===== config.mk =====
export PLATFORM = sky130hd
export DESIGN_NAME = lvds_tx_gearbox
export DESIGN_NICKNAME = d
export VERILOG_FILES = /design/src/rtl/lvds_tx_gearbox.sv
export SDC_FILE = /design/constraint.sdc
export NUM_CORES = 1
export LEC_CHECK = 0
export CAP_MARGIN = 10
export CORE_MARGIN = 3
export CORE_UTILIZATION = 50
export CTS_CLUSTER_SIZE = 40
export DETAILED_ROUTE_END_ITERATION = 10
export PLACE_DENSITY = 0.71
export RECOVER_POWER = 50
export SETUP_SLACK_MARGIN = 0.5
export SYNTH_ARGS = -nofsm -noshare
export SYNTH_HDL_FRONTEND = slang
export SYNTH_SLANG_ARGS = --single-unit

===== constraint.sdc =====
create_clock -name px_clk -period 2.7 [get_ports px_clk]
set_input_delay 0.405 -clock px_clk [delete_from_list [all_inputs] [get_ports px_clk]]
set_output_delay 0.405 -clock px_clk [all_outputs]
set_load 0.03 [all_outputs]

===== src/rtl/lvds_tx_gearbox.sv =====
// lvds_tx_gearbox: 7-to-8 transmit gearbox for the 7:1 LVDS pixel link.
// Packs 7-bit lane words LSB-first into 8-bit serializer words, plus clock lane.
//
// Ports:
//   px_clk          pixel / serializer-word clock, rising edge
//   px_reset_n      asynchronous active-low reset
//   enable          start streaming; deassert to drain back to idle
//   px_data         DATA_LANES x 7-bit words, lane k at [7k+6:7k]
//   px_valid        px_data holds a new word
//   px_ready        a word (or idle stuffing) is consumed this cycle
//   tx_data         [7:0] clock lane, data lane k at [8k+15:8k+8]
//   tx_valid        tx_data holds a new serializer word
//   tx_busy         streaming or draining
//   underrun_count  saturating count of consumed cycles without px_valid
module lvds_tx_gearbox #(
    parameter logic [6:0] CLK_PATTERN = 7'b110_0011,
    parameter int         DATA_LANES  = 4,
    parameter logic [6:0] IDLE_WORD   = 7'h00
) (
    input  logic                        px_clk,
    input  logic                        px_reset_n,
    input  logic                        enable,
    input  logic [7*DATA_LANES-1:0]     px_data,
    input  logic                        px_valid,
    output logic                        px_ready,
    output logic [8*(DATA_LANES+1)-1:0] tx_data,
    output logic                        tx_valid,
    output logic                        tx_busy,
    output logic [15:0]                 underrun_count
);

    localparam int NL = DATA_LANES + 1;

    localparam logic [1:0] ST_IDLE  = 2'd0;
    localparam logic [1:0] ST_RUN   = 2'd1;
    localparam logic [1:0] ST_DRAIN = 2'd2;

    logic [1:0]            state;
    logic [3:0]            fill;
    logic [3:0]            fill_nxt;
    logic [3:0]            shift;
    logic [NL-1:0][14:0]   acc;
    logic [NL-1:0][14:0]   acc_nxt;
    logic [NL-1:0][6:0]    word;
    logic                  active;
    logic                  draining;
    logic                  last;
    logic                  consume;
    logic                  emit;

    always_comb begin
        active   = (state == ST_RUN) || (state == ST_DRAIN);
        draining = (state == ST_DRAIN) || ((state == ST_RUN) && !enable);
        // Drain completes only when exactly one byte is pending, so
        // nothing partially packed is ever dropped.
        last     = draining && (fill == 4'd8);
        consume  = active && !last;
        emit     = (fill >= 4'd8);
        shift    = emit ? (fill - 4'd8) : fill;
        fill_nxt = fill - (emit ? 4'd8 : 4'd0) + 4'd7;

        word[0] = CLK_PATTERN;
        for (int k = 0; k < DATA_LANES; k++) begin
            word[k+1] = px_valid ? px_data[7*k +: 7] : IDLE_WORD;
        end

        for (int l = 0; l < NL; l++) begin
            acc_nxt[l] = (emit ? (acc[l] >> 8) : acc[l])
                       | ({8'd0, word[l]} << shift);
        end
    end

    assign px_ready = consume;
    assign tx_busy  = active;

    always_ff @(posedge px_clk or negedge px_reset_n) begin
        if (!px_reset_n) begin
            state          <= ST_IDLE;
            fill           <= 4'd0;
            acc            <= '0;
            tx_data        <= '0;
            tx_valid       <= 1'b0;
            underrun_count <= 16'd0;
        end else begin
            case (state)
                ST_IDLE: begin
                    tx_valid <= 1'b0;
                    fill     <= 4'd0;
                    acc      <= '0;
                    if (enable) begin
                        state <= ST_RUN;
                    end
                end
                ST_RUN, ST_DRAIN: begin
                    tx_valid <= emit;
                    if (emit) begin
                        for (int l = 0; l < NL; l++) begin
                            tx_data[8*l +: 8] <= acc[l][7:0];
                        end
                    end
                    if (last) begin
                        fill  <= 4'd0;
                        acc   <= '0;
                        state <= ST_IDLE;
                    end else begin
                        fill <= fill_nxt;
                        acc  <= acc_nxt;
                        // Once a drain is requested it runs to completion.
                        if (!enable) begin
                            state <= ST_DRAIN;
                        end
                    end
                    if (consume && !px_valid && (underrun_count != 16'hFFFF)) begin
                        underrun_count <= underrun_count + 16'd1;
                    end
                end
                default: begin
                    state <= ST_IDLE;
                end
            endcase
        end
    end

endmodule


==> key figures <==
Final layout
  – Layout cells sized above 1: 18.3%
  – # diodes: 0
  – Area of the multi-input gates: 3090 um^2
  – Reg area: 3450 um^2
  – Non-filler instance count after layout: 904
  – Core Util, Final: 66.8%
  – Area growth syn-to-layout: 28.1%
  – Number of fill cells in the layout: 992
  – Nets: 765

Setup path
  – Critical-path top delay cell: dfrtp_1
  – Crit. End Element: primary output
  – Startpoint types: register
  – R2r endpoint: acc[23]
  – WP data required: 2.30 ns
  – Worst EP arrival: 1.90 ns
  – Ordered list of cells on the worst path: inv_1 -> ha_2 -> nor2b_4 -> o211ai_1 -> nand2_4 -> inv_4 -> buf_6
  – Worst-path fanout max: 6
  – Worst R2R Setup Slack: 0.43 ns
  – CP Buf/Inv Count: 3
  – R2r worst-path depth: 8
  – Crit path kind: register to primary output
  – Origin of the critical flop-to-flop path: state[1]
  – Crit-path leading delay family: flip-flops
  – CP peak stage delay: 0.38 ns

Timing
  – Fmax: 434 MHz
  – Tcrit/Tclk final: 85.3%
  – Final worst path period need: 2.30 ns
  – TNS Setup: 0 ns
  – Setup Skew: 0.00788 ns
  – RSZ-0062 raised after global routing: true
  – Least-Margin Pin Slew: 1.29 ns
  – Final slew viol count: 0
  – Slew HR: 14.3%
  – Final setup fails: 0
  – WHS: 0.478 ns
  – Final Hold Fails: 0

Drt
  – First-pass DRT Iterations: 5
  – Initial drt markers: 426
  – WL final: 17.5 mm
  – DR vias: 5326
  – DRC: 0
  – DR WL/cell: 19.4 um
  – Vias/cell: 5.89
  – Post-route ant nets: 0

Floorplanning
  – I/O Pins: 91
  – Initial Util: 52.1%
  – Die area: 14800 um^2
  – Core Footprint: 12800 um^2
  – Rows: 41
  – Die W: 122 um
  – Die Y: 122 um

Pwr
  – Power per cell area: 1250 nW/um^2
  – Max IR drop VDD: 674 uV
  – P_leak: 3.83 nW

Clocking
  – Cts bufs inserted: 17
  – Clock slew at reported path FFs: 0.06 ns
  – CTS tree: yes
  – Clk sinks: 138
  – CTS H-tree lvls: 4
  – Worst-Skew Late Latency: 0.42 ns
  – CTS Buffer Depth: 2
  – Clock Tree Root: clkbuf_16

Synthesis
  – Share of the synthesized area in the top cell type: 51.6%
  – Post-synth EDFFs: 0
  – Cell Area, Synth: 6690 um^2
  – Primary FF master, synth: dfrtp_1
  – Post-synthesis sequential area ratio: 51.6%
  – Synth Instances: 623
  – Top cells by count, synth: 138 x dfrtp_1, 85 x nand2_1, 60 x o21ai_0, 53 x mux2_2, 30 x mux2i_1
  – #FFs+latches synth: 138
  – Leading area contributor after synthesis: dfrtp_1
  – Async set or reset register ratio after synthesis: 100%
  – Post-Syn Nets: 669
  – Warnings, synthesis: 0
  – Synth area leaders: dfrtp_1 52%, mux2_2 8.9%, nand2_1 4.8%
  – Dominant cell by count in the synthesized netlist: dfrtp_1
  – Synth cell types: 53
  – Avg Inst Size Synth: 10.7 um^2

Min path
  – Hold Path Sink: acc[9]
  – Hold Path Origin: acc[9]
  – Hold Path Class: register to register
  – Hold Path Stages: 2

Global route
  – First-pass GRT wire length: 28.7 mm
  – Initial antenna violation count: 0
  – Largest net degree at the start of global routing: 63
  – Total grt overflow: 0
  – Vias in the first global route: 5340
  – Tot GR Track Use: 25.2%

Placement
  – Cells after DPL: 868
  – # port buffers: 90
  – HPWL after DPL: 12.3 mm
  – Gp weighted congestion: 0.906

Status
  – Outcome: complete, no violations

Job
  – Max Cap Viol: 0
[worst max path at each step]
stage / from / to / cells past startpoint
5_1_grt: state[1] / acc[23] / 8
3_3_place_gp: state[1] / acc[69] / 7
2_1_floorplan: fill[1] / underrun_count[10] / 10
6_report: fill[1] / px_ready / 7
3_5_place_dp: enable / underrun_count[10] / 6
4_1_cts: state[0] / tx_busy / 3
[report_power, final]
group | switching (mW) | total [mW] | internal, mW | leakage [nW]
clock | 0.879 | 2.57 | 1.69 | 0.310
combinational | 3.06 | 5.01 | 1.95 | 1.68
sequential | 0.410 | 3.13 | 2.72 | 1.84
[per-layer routing]
| layer | part of all wire [%] | GRT usage, % |
|---|---|---|
| met2 | 49 | 39.9 |
| met4 | 2.0 | 7.77 |
| met5 | 0 | 0 |
| met3 | 5.9 | 5.34 |
| met1 | 44 | 35.1 |
[state kept, by name, summed over array words and instances, names as in the netlist]
register and cells:
tx_valid 1, underrun_count 16, acc 75, tx_data 40
fill 4, state 2
[repair_timing]
item / CTS / global route
hold buffers: 1 / 0
buffers inserted: 3 / 0
pin swaps: 2 / 1
endpoints found under the setup margin: 24 / 59
gates resized for setup: 8 / 13
hold endpoints to repair: 52 / 0
[through the flow]
| stage | power, mW | worst slack, ns | instance area, um^2 |
|---|---|---|---|
| global placement | 7.89 | 0.359 | 7850 |
| finish | 10.7 | 0.397 | 8570 |
| floorplan | 6.30 | 0.515 | 6710 |
| global route | 11.3 | 0.277 | 8570 |
| detailed placement | 8.04 | 0.307 | 7850 |
| CTS | 10.7 | 0.477 | 8560 |
[cell usage in the layout (no fill, tap or decap), types with 5 or more instances in the layout]
cell	count
a22o_1	7
nand2_1	82
clkbuf_16	17
xnor2_1	6
clkdlybuf4s50_1	80
nor3_1	13
mux2i_1	30
xor2_1	9
o221ai_1	7
bufinv_16	5
ha_1	12
dlygate4sd3_1	8
a21oi_1	24
a22oi_1	13
mux2_2	53
a2bb2oi_1	8
nand3_1	9
inv_1	9
a32oi_1	5
o21ai_0	60
and2_1	6
buf_4	16
nor2b_1	5
nor2_1	26
dfrtp_1	137
[layout make-up]
type | instances | share of cell area (%)
sequential | 138 | 40.3
multi-input combinational | 435 | 36.0
timing repair buffer | 115 | 13.0
clock buffer | 21 | 5.37
tap | 172 | 2.51
clock inverter | 11 | 2.23
inverter | 12 | 0.555
[worst register-to-register path: stages, from the launching register on]
cell,delay [ns]
dfrtp_1,0.36
inv_1,0.08
ha_1,0.18
nor2b_2,0.15
o211ai_1,0.34
buf_4,0.22
nand3_2,0.21
or3_4,0.46
o21ai_0,0.18
[cells by family (layout without fill, tap and decap cells)]
| group | after synthesis | in the layout | synth area share (%) |
|---|---|---|---|
| xor gates and xnor gates | 15 | 15 | 1.96 |
| DFF | 138 | 138 | 51.6 |
| adders and majority gates | 14 | 14 | 2.73 |
| muxes | 83 | 83 | 13.4 |
| and+or+nand+nor | 170 | 170 | 12.1 |
| AOI/OAI and AO/OA | 153 | 153 | 15.0 |
| buffers and inverters | 50 | 159 | 3.09 |
Note: power is estimated with default switching activity, not from simulation.
